[src/rtl/time_keeper.sv]
// Time-of-day core: 1 Hz prescaler, BCD hh:mm:ss counter and a two-button
// hour/minute set mode with blinking of the field being edited.
module time_keeper #(
    parameter int CLK_HZ = 50_000_000
) (
    input  logic       clk,
    input  logic       rst,
    input  logic       btn_mode,
    input  logic       btn_inc,
    output logic [3:0] sec_ones,
    output logic [3:0] sec_tens,
    output logic [3:0] min_ones,
    output logic [3:0] min_tens,
    output logic [3:0] hr_ones,
    output logic [3:0] hr_tens,
    output logic [5:0] digit_en,
    output logic [1:0] mode,
    output logic       tick_1hz
);

    localparam int CW = (CLK_HZ > 2) ? $clog2(CLK_HZ) : 1;
    localparam logic [CW-1:0] CNT_MAX  = CW'(CLK_HZ - 1);
    localparam logic [CW-1:0] CNT_HALF = CW'(CLK_HZ / 2);

    typedef enum logic [1:0] {
        ST_RUN     = 2'd0,
        ST_SET_HR  = 2'd1,
        ST_SET_MIN = 2'd2,
        ST_BAD     = 2'd3
    } state_t;

    state_t        state_r, state_nx_s;
    logic [CW-1:0] cnt_r;
    logic [7:0]    sec_r, min_r, hr_r;
    logic [7:0]    sec_nx_s, min_nx_s, hr_nx_s;
    logic          tick_s, blink_on_s, cnt_clr_s;
    logic [5:0]    digit_en_s;

    // BCD pair increment wrapping 59 -> 00; digits stay within 0-9 / 0-5.
    function automatic logic [7:0] inc_mod60(input logic [7:0] v);
        logic [7:0] r;
        if (v[3:0] == 4'd9) begin
            r[3:0] = 4'd0;
            if (v[7:4] >= 4'd5) begin
                r[7:4] = 4'd0;
            end else begin
                r[7:4] = v[7:4] + 4'd1;
            end
        end else begin
            r = {v[7:4], v[3:0] + 4'd1};
        end
        return r;
    endfunction

    // BCD pair increment wrapping 23 -> 00.
    function automatic logic [7:0] inc_mod24(input logic [7:0] v);
        logic [7:0] r;
        if ((v[7:4] >= 4'd2) && (v[3:0] >= 4'd3)) begin
            r = 8'h00;
        end else if (v[3:0] == 4'd9) begin
            r = {v[7:4] + 4'd1, 4'd0};
        end else begin
            r = {v[7:4], v[3:0] + 4'd1};
        end
        return r;
    endfunction

    assign tick_s     = (cnt_r == CNT_MAX);
    assign blink_on_s = (cnt_r < CNT_HALF);

    // Next-state decode for the set-mode sequence; 2'b11 recovers to RUN.
    always_comb begin
        state_nx_s = state_r;
        case (state_r)
            ST_RUN: begin
                if (btn_mode) state_nx_s = ST_SET_HR;
                else          state_nx_s = ST_RUN;
            end
            ST_SET_HR: begin
                if (btn_mode) state_nx_s = ST_SET_MIN;
                else          state_nx_s = ST_SET_HR;
            end
            ST_SET_MIN: begin
                if (btn_mode) state_nx_s = ST_RUN;
                else          state_nx_s = ST_SET_MIN;
            end
            default: state_nx_s = ST_RUN;
        endcase
    end

    // Time update: counting in RUN, editing in set modes; a mode press drops the increment.
    always_comb begin
        sec_nx_s  = sec_r;
        min_nx_s  = min_r;
        hr_nx_s   = hr_r;
        cnt_clr_s = 1'b0;
        case (state_r)
            ST_RUN: begin
                if (tick_s) begin
                    sec_nx_s = inc_mod60(sec_r);
                    if (sec_r == 8'h59) begin
                        min_nx_s = inc_mod60(min_r);
                        if (min_r == 8'h59) hr_nx_s = inc_mod24(hr_r);
                        else                hr_nx_s = hr_r;
                    end else begin
                        min_nx_s = min_r;
                    end
                end else begin
                    sec_nx_s = sec_r;
                end
            end
            ST_SET_HR: begin
                if (btn_mode)     hr_nx_s = hr_r;
                else if (btn_inc) hr_nx_s = inc_mod24(hr_r);
                else              hr_nx_s = hr_r;
            end
            ST_SET_MIN: begin
                if (btn_mode) begin
                    sec_nx_s  = 8'h00;
                    cnt_clr_s = 1'b1;
                end else if (btn_inc) begin
                    min_nx_s = inc_mod60(min_r);
                end else begin
                    min_nx_s = min_r;
                end
            end
            default: begin
                sec_nx_s = sec_r;
            end
        endcase
    end

    // State, prescaler and time registers with synchronous reset.
    always_ff @(posedge clk) begin
        if (rst) begin
            state_r <= ST_RUN;
            cnt_r   <= '0;
            sec_r   <= 8'h00;
            min_r   <= 8'h00;
            hr_r    <= 8'h00;
        end else begin
            state_r <= state_nx_s;
            if (cnt_clr_s || tick_s) cnt_r <= '0;
            else                     cnt_r <= cnt_r + CW'(1);
            sec_r <= sec_nx_s;
            min_r <= min_nx_s;
            hr_r  <= hr_nx_s;
        end
    end

    // Blink the pair being edited; everything else stays lit.
    always_comb begin
        digit_en_s = 6'b111111;
        case (state_r)
            ST_SET_HR:  digit_en_s[5:4] = {2{blink_on_s}};
            ST_SET_MIN: digit_en_s[3:2] = {2{blink_on_s}};
            default:    digit_en_s = 6'b111111;
        endcase
    end

    assign sec_ones = sec_r[3:0];
    assign sec_tens = sec_r[7:4];
    assign min_ones = min_r[3:0];
    assign min_tens = min_r[7:4];
    assign hr_ones  = hr_r[3:0];
    assign hr_tens  = hr_r[7:4];
    assign digit_en = digit_en_s;
    assign mode     = state_r;
    assign tick_1hz = tick_s;

endmodule

[config.mk]
export PLATFORM = sky130hd
export DESIGN_NAME = time_keeper
export DESIGN_NICKNAME = d
export VERILOG_FILES = /design/src/rtl/time_keeper.sv
export SDC_FILE = /design/constraint.sdc
export NUM_CORES = 1
export LEC_CHECK = 0
export CORE_MARGIN = 2
export CORE_UTILIZATION = 38
export CTS_CLUSTER_SIZE = 40
export DETAILED_ROUTE_END_ITERATION = 8
export GPL_TIMING_DRIVEN = 1
export PLACE_DENSITY_LB_ADDON = 0.3
export SLEW_MARGIN = 20
export SYNTH_ARGS = -nofsm -noshare
export SYNTH_HDL_FRONTEND = slang
export SYNTH_SLANG_ARGS = --single-unit
[constraint.sdc]
create_clock -name clk -period 3.6 [get_ports clk]
set_input_delay 0.54 -clock clk [delete_from_list [all_inputs] [get_ports clk]]
set_output_delay 0.54 -clock clk [all_outputs]
set_load 0.1 [all_outputs]
==> run metrics, run 1 <==
status=complete, no violations; Initial Utilization=0.389; port bufs=34; worst r2r dst=min_r[6]$_SDFFE_PP0P_; # IOs=37; global-route wire length before repair=between 9000 and 10,000 um; CP Class=register to output port; leak pwr=1.15 nW; GR Layer Usage met2=0.254; Finished Layout Cells=464; YS warnings=0; worst slew pin tran=~1 ns; Die H=between 80 and 90 um; Synth Cell Area=2790 um^2; fillers=around 730; Nets=around 380; Iter 0 DRT Violations=between 100 and 150; Routed Antenna Nets=0; hold endpoint=cnt_r[0]$_SDFF_PP0_; total wire length=5810 um; Top FF cell, synth=dfxtp_1; Die Wd=approximately 90 um; RSZ-0062 raised after global routing=false; Detailed Place HPWL=just over 4000 um; Rel. slew slack=0.339; via count=2,375; RR Startpoint=cnt_r[25]$_SDFF_PP0_; FF+latch count, synth=52; Cells after Synth=about 330; TritonCTS clock tree=built; vias in the first global route=between 2,000 and 2,500; Seq/Total Area, Yosys=0.373; PnR worst setup slack=0.850 ns; First-pass DRT Iterations=4; Placement Cell Area=between 3000 and 4000 um^2; Post-synth top cells=dfxtp_1, nor2_1, nand2_1; Hold Path Origin=cnt_r[0]$_SDFF_PP0_; post-CTS sizing=0; top post-synthesis cells by area=dfxtp_1, nor2_1, ha_1; worst min-delay path class=register to register; met1 Use GR=0.203; core area=7180 um^2; setup slack, reg-to-reg=approximately 1.0 ns; pwr/cell area=322 nW/um^2; fmax=364 MHz; final hold viol count=0; crit path from=cnt_r[9]$_SDFF_PP0_; register area=between 1000 and 1500 um^2; post-route cell area=roughly 3300 um^2; initial antenna violation count=0; Antenna diodes=0; synth unique cells=56; setup TNS=0 ns; fin crit share=0.764; Worst VDD drop=approximately 0.21 mV; worst endpoint data arrival time=between 2 and 2.5 ns; Design Power=around 1.1 mW; R2R cell count=6; count leader, synth=dfxtp_1; final worst path period need=between 2 and 3 ns; Sinks on Clock Net=52; maxcap violations=0; dpl ws=just over 1 ns; max-slew violations=0; Syn Area/Cell=approximately 8.4 um^2; H-tree Lvls=2; clock tree root buffer cell=clkbuf_8; clock skew=between 0.01 and 0.015 ns; gpl congestion=0.817; Syn-to-layout area delta=18.5%; vias per std cell=5.12; gr usage total=0.154; Post-CTS Setup Bufs=0; CTS buffer count=5; grt ovf=0; Yosys top cell area share=0.373; area of the multi-input gates=1630 um^2; share of layout cells above drive strength 1=0.0630; Post-route DRC=0; crit start category=register; Yosys top cell by area=dfxtp_1; post-DR wirelength/cell=12.5 um; Post-synth EDFFs=0; clk_lat worst skew=approximately 0.3 ns; # setup viols final=0; DIE AREA=approximately 8000 um^2; nature of the critical path endpoint=output port; # placed instances=456; Max Root-Sink Buffers=2; WP data required=about 3.1 ns; grt met3 use=0.0311; largest net degree at the start of global routing=35; Reg clk slew, reported paths=roughly 0.1 ns; Async S/R FF share, synth=0; critical-path maximum fanout=4; row cnt=31; cts hold-fix bufs=0; GR peak layer=met2; Hold Path Depth=1
-- kinds of logic (layout without fill, tap and decap cells) --
logic type / Yosys count / count (layout) / synth area share
AND/OR/NAND/NOR: 160 / 160 / 0.313
XOR/XNOR: 26 / 26 / 0.0817
buffers and inverters: 27 / 59 / 0.0422
AO/OA/AOI/OAI: 48 / 48 / 0.112
adder cells (fa/ha/maj): 13 / 13 / 0.0583
multiplexers: 5 / 5 / 0.0184
other: 1 / 2 / 0.00134
flip-flops: 52 / 52 / 0.373
-- per-stage QoR --
stage | util | hold slack [ns]
3_5_place_dp | 0.446 | 0.457
3_3_place_gp | 0.446 | 0.447
2_1_floorplan | - | 0.426
4_1_cts | 0.461 | 0.481
5_1_grt | 0.461 | 0.506
6_report | 0.461 | 0.476
-- area by class of cell --
type / count / area share
clock inverter: 2 / 0.0106
timing repair buffer: 36 / 0.104
tap: 99 / 0.0375
inverter: 15 / 0.0170
multi-input combinational: 254 / 0.494
sequential: 52 / 0.315
clock buffer: 6 / 0.0220
-- layout by cell type, fill, tap and decap left out, drive strengths merged, types with 6 or more instances in the layout --
cell	n
o21ai	14
a21oi	12
xnor2	12
nand2	28
nand3b	9
inv	15
clkdlybuf4s50	29
xor2	14
dfxtp	52
nand3	15
and3	6
buf	7
ha	13
nor2	51
nor3	6
clkbuf	6
nand4	7
nor2b	7
-- sequential cells by signal, summed over array words and instances (netlist names) --
name,flops
hr_r,8
min_r,8
mode,2
sec_r,8
cnt_r,26
-- routing by layer --
| metal | part of all wire | wire length, um | vias up |
|---|---|---|---|
| met5 | 0 | 0 | - |
| met4 | 0.016 | 91 | 0 |
| met3 | 0.040 | 230 | 8 |
| met2 | 0.45 | 2630 | 48 |
| met1 | 0.49 | 2860 | 1094 |
| li1 | - | - | 1225 |
-- where the power goes --
group / internal [mW] / switching (mW)
logic: 0.0208 / 0.0551
clock network: 0.207 / 0.191
registers: 0.581 / 0.0103
total: 0.808 / 0.256
-- worst max-delay path: stages, from the launching register on --
cell	delay, ns
dfxtp_1	0.34
or4_4	0.55
o21ai_0	0.17
nand2b_1	0.07
a21oi_1	0.16
o21ai_0	0.13
o211ai_1	0.15
buf_4	0.34
-- worst max path at each step --
stage	slack (ns)	endpoint	cells past startpoint
4_1_cts	0.82	digit_en[3]	7
6_report	0.85	digit_en[3]	7
3_3_place_gp	1.07	min_r[6]$_SDFFE_PP0P_	6
3_5_place_dp	1.02	min_r[6]$_SDFFE_PP0P_	6
5_1_grt	0.68	digit_en[3]	7
2_1_floorplan	0.12	digit_en[3]	4
(Power assumes the default switching activity.)
==> inputs of run 2 (changes only) <==
==> constraint.sdc (replaced) <==
create_clock -name clk -period 2.7 [get_ports clk]
set_input_delay 0.405 -clock clk [delete_from_list [all_inputs] [get_ports clk]]
set_output_delay 0.405 -clock clk [all_outputs]
set_load 0.1 [all_outputs]
==> run 2 against run 1 <==
Against the previous run: total power rose by 27%; critical path type unchanged; clock power rose by 15%; largest cell class unchanged; combinational power rose by 36%; clock skew fell by 0.00093 ns; utilization rose by 0.56 points; critical path depth did not move; first-iteration DRC count fell by 12%; sequential share of layout area barely moved; highest routed layer unchanged; worst setup slack got worse by 0.66 ns; final area rose by 1.2%; hold slack improved by 0.0023 ns.
==> run metrics, run 2 (synthesized netlist as in run 1, its figures left out) <==
status=complete, no violations; Iter 0 DRT Violations=89 (-12%); port bufs=34 (unchanged); Hold Path Origin=cnt_r[0]$_SDFF_PP0_; Sinks on Clock Net=52 (unchanged); First-pass DRT Iterations=4 (unchanged); max-slew violations=0 (unchanged); largest net degree at the start of global routing=19 (-46%); DIE AREA=8040 um^2 (unchanged); row cnt=31 (unchanged); most frequent cells in the layout=nor2_1, dfxtp_1, buf_4; crit start category=register; maxcap violations=0 (unchanged); max reg flops=26 (unchanged); leak pwr=1.26 nW (+9.6%); most common cell after layout, fill and taps aside=nor2_1; gr usage total=0.154 (-0.000249); grt ovf=0 (unchanged); core area=7180 um^2 (unchanged); # setup viols final=0 (unchanged); pwr/cell area=403 nW/um^2 (+25%); worst slew pin tran=0.515 ns (-0.474 ns); WP data required=2.30 ns (-0.76 ns); RSZ-0062 raised after global routing=false; Detailed Place HPWL=4400 um (+6.2%); CP Class=register to output port; vias in the first global route=2,094 (-3.1%); nature of the critical path endpoint=output port; Placement Cell Area=3250 um^2 (+1.7%); vias per std cell=5.06 (-1.2%); Post-route DRC=0 (unchanged); Reg clk slew, reported paths=0.09 ns (about the same); share of layout cells above drive strength 1=0.173 (+0.109); post-route cell area=3350 um^2 (+1.2%); Initial Utilization=0.389 (unchanged); clk_lat worst skew=0.31 ns (about the same); Post-CTS Setup Bufs=0 (unchanged); Rel. slew slack=0.654 (+0.315); # IOs=37 (unchanged); H-tree Lvls=2 (unchanged); post-CTS sizing=0 (unchanged); initial antenna violation count=0 (unchanged); Nets=387 (+1.6%); Syn-to-layout area delta=20.0%; gpl congestion=0.791 (-3.3%); RR Startpoint=cnt_r[16]$_SDFF_PP0_; final hold viol count=0 (unchanged); fmax=about 400 MHz; total wire length=5830 um (+0.34%); final worst path period need=between 2 and 3 ns; Routed Antenna Nets=0 (unchanged); global-route wire length before repair=9760 um (-1.1%); CTS buffer count=5 (unchanged); worst endpoint data arrival time=2.11 ns (-0.10 ns); PnR worst setup slack=0.189 ns (-0.660 ns); Max Root-Sink Buffers=2 (unchanged); cts hold-fix bufs=0 (unchanged); Die Wd=89.7 um (unchanged); Design Power=1.35 mW (+27%); Largest Register=cnt_r; Antenna diodes=0 (unchanged); Die H=89.7 um (unchanged); clock tree root buffer cell=clkbuf_8; Worst VDD drop=0.175 mV (-19%); fin crit share=0.930; dpl ws=0.243 ns (-0.777 ns); via count=2,378 (+0.13%); critical-path maximum fanout=3 (-1); clock skew=0.0105 ns (-0.000930 ns); worst min-delay path class=register to register; crit path from=cnt_r[10]$_SDFF_PP0_; TritonCTS clock tree=built; post-DR wirelength/cell=12.4 um (-0.94%)
run 2: cell types whose count changed in the layout (fill, tap and decap cells not counted), sizes merged:
cell,before,now
clkdlybuf4s50,29,3
bufinv,1,0
clkinv,1,2
buf,7,39
run 2: layout make-up:
type	instances	area (um^2)
clock buffer	6	82.6
fill	727	3830
timing repair buffer	42	385
inverter	15	56.3
multi-input combinational	254	1630
tap	99	124
clock inverter	2	10.0
sequential	52	1050
run 2: worst max-delay path, cell delays in order, from the launching register on:
cell and delay [ns]:
dfxtp_2 0.34, or4_4 0.55, o21ai_1 0.15, nand2b_1 0.06
a21oi_1 0.13, o21ai_1 0.09, o211ai_1 0.25, buf_12 0.24
run 2: worst paths after layout:
check | to | slack [ns] | depth (start not counted)
max reg2reg | min_r[6]$_SDFFE_PP0P_ | 0.22 | 6
min reg2reg | cnt_r[0]$_SDFF_PP0_ | 0.48 | 1
min | cnt_r[0]$_SDFF_PP0_ | 0.48 | 1
max | digit_en[5] | 0.19 | 7
run 2: power breakdown:
group	total, mW	switching, mW	internal, mW
registers	0.788	0.0135	0.774
clock network	0.459	0.254	0.205
logic	0.103	0.0733	0.0293
total	1.35	0.341	1.01
run 2: stage by stage:
| step | TNS [ns] | utilization | hold slack (ns) | std cells |
|---|---|---|---|---|
| detailed placement | 0 | 0.453 | 0.461 | 462 |
| floorplan | -0.625 | - | 0.426 | 333 |
| finish | 0 | 0.466 | 0.479 | 470 |
| global placement | 0 | 0.453 | 0.444 | 462 |
| CTS | 0 | 0.466 | 0.483 | 470 |
| global route | 0 | 0.466 | 0.509 | 470 |
run 2: metal layers:
layer  global-route usage  up-vias  part of all wire
li1                     -     1234                 -
met1                0.218     1110              0.50
met2                0.236       28              0.45
met3               0.0320        6             0.030
met4               0.0448        0             0.015
met5                    0        -                 0
==> patch: new RTL, config.mk and constraints of run 2 <==
The parameter `CLK_HZ` goes from 50_000_000 to 200_000_000.
--- a/src/rtl/time_keeper.sv
+++ b/src/rtl/time_keeper.sv
@@ -1,7 +1,7 @@
 // Time-of-day core: 1 Hz prescaler, BCD hh:mm:ss counter and a two-button
 // hour/minute set mode with blinking of the field being edited.
 module time_keeper #(
-    parameter int CLK_HZ = 50_000_000
+    parameter int CLK_HZ = 200_000_000
 ) (
     input  logic       clk,
     input  logic       rst,
Behaviour: same outputs for any inputs over 10 cycles, from zero or initial values and one cycle with rst high; that may be too few to reach the edited logic, so the function may still have changed.
==> patch against run 2 <==
- cell count increased by 8.9%
- utilization decreased by 0.74 points
- final area increased by 11%
- synthesized cell count increased by 12%
- sequential cell count increased by 2
- total power increased by 1.2%
- synthesized area increased by 12%
- die area increased by 12%
- setup slack got worse by 100 ps
- combinational power increased by 11%
- clock power decreased by 5.9%
- routed wire length increased by 20%
- largest cell class unchanged
- highest routed layer unchanged
- critical endpoint is now digit_en[4]
- non-clock buffer count increased by 1
==> patch: results (changes against run 2) <==
drt first-iter violations 97 (+9.0%); signed area change from the synthesized netlist to the final layout 18.5%; gr usage total 16.6% (+1.2 points); post-route clock period utilization 96.7% (+3.7 points); worst min-delay path category flip-flop to flip-flop; max-slew violations 0 (unchanged); Reg-to-Reg End hr_r[0]; port buffer count 34 (unchanged); Worst Skew 11.4 ps (+0.879 ps); Area contributors post-synth dfxtp_1, ha_1, nor2_1; static power due to leakage 1.38 nW (+9.4%); max reg flops 28 (+7.7%); hold slack 470 ps (-8.94 ps); total number of vias 2809 (+18%); Reg2Reg Depth 5 (-1); relative slew slack 60.3% (-5.1 points); reported net switching power 0.352 mW (+3.2%); sink of the worst hold path cnt_r[0]; maximum number of pins on one net before global-route repair 28 (+9); area of placed instances 0.00362 mm^2 (+11%); gpl congestion 0.839 (+6.1%); fraction of synthesized area in multiplexers 1.72% (-0.12 points); Met2 Wirelength 3170 um (+21%); compound-gate portion of the synthesized area 13.2% (+2.0 points); Placement Setup Slack 394 ps (+151 ps); XOR/XNOR Fraction of Synth Area 6.99% (-1.2 points); fillcell total 805 (+11%); result of the run complete, no violations; via count of the first global-routing pass 2561 (+22%); Worst setup endpoint digit_en[4]; worst-case register-to-register setup slack 380 ps (+160 ps); CP peak stage delay 590 ps (+40 ps); total routed wire length on the met1 layer 3340 um (+13%); fin nets 424 (+9.6%); number of cells on the worst hold path 1 (unchanged); share of post-route cells with drive strength above 1 17.4% (+0.19 points); detailed-placement wirelength estimate 5250 um (+19%); reg2reg start cnt_r[27]; launching instance or port of the critical path cnt_r[12]; worst voltage drop across the vdd grid 0.178 mV (+2.1%); critical path peak fanout 4 (+1); crit path DAT 2210 ps (+100 ps); part of the Yosys area used for sequential elements 34.5% (-2.8 points); distinct cell type count of the synthesized netlist 62 (+11%); adder and majority cell fraction of the synthesized area 5.19% (-0.64 points); WL per Instance 13.7 um (+10%)
==> patch: cell types whose count changed after synthesis, sizes merged, moves of 5 or more <==
cell and change:
buf +7, nand3b -6, nor2 -10, o21ai -5, nor3 +9, xor2 -5
nand4 +5, nand3 +9, nor4 +6
==> patch: cell families after synthesis <==
family                   count (synthesis)
AO/OA/AOI/OAI                           60
XOR/XNOR                                25
adder cells (fa/ha/maj)                 13
buffers and inverters                   35
flip-flops                              54
multiplexers                             5
other                                    1
AND/OR/NAND/NOR                        179
==> patch: layout make-up <==
class | instances | area (um^2) | share of cell area, %
Tap cell | 105 | 131 | 3.54
Timing Repair Buffer | 43 | 393 | 10.6
Inverter | 19 | 71.3 | 1.92
Sequential cell | 54 | 1080 | 29.2
Clock buffer | 7 | 76.3 | 2.06
Multi-Input combinational cell | 284 | 1960 | 52.7
==> patch: routing by layer <==
metal | vias up | track usage, %
li1 | 1405 | -
met3 | 12 | 3.03
met5 | - | 0
met4 | 0 | 5.43
met1 | 1325 | 22.4
met2 | 67 | 26.6
==> patch: per-stage QoR <==
stage	cells	setup TNS [ps]
after floorplan	373	0
after global placement	505	0
after detailed placement	505	0
after CTS	512	0
after global routing	512	-1.39
final	512	0
==> patch: power by group through the flow <==
stage	combinational, mW	sequential (mW)	clock (mW)
3_5_place_dp	0.115	0.837	0
5_1_grt	0.125	0.821	0.483
6_report	0.114	0.819	0.432
3_3_place_gp	0.114	0.837	0
4_1_cts	0.116	0.819	0.451
2_1_floorplan	0.0650	0.857	0
==> patch: worst max-delay path: cells and delay by family, from the launching register on <==
kind | cells | cell delay [ps]
AO/OA/AOI/OAI | 4 | 750
buffers and inverters | 1 | 210
flip-flops | 1 | 340
AND/OR/NAND/NOR | 1 | 590
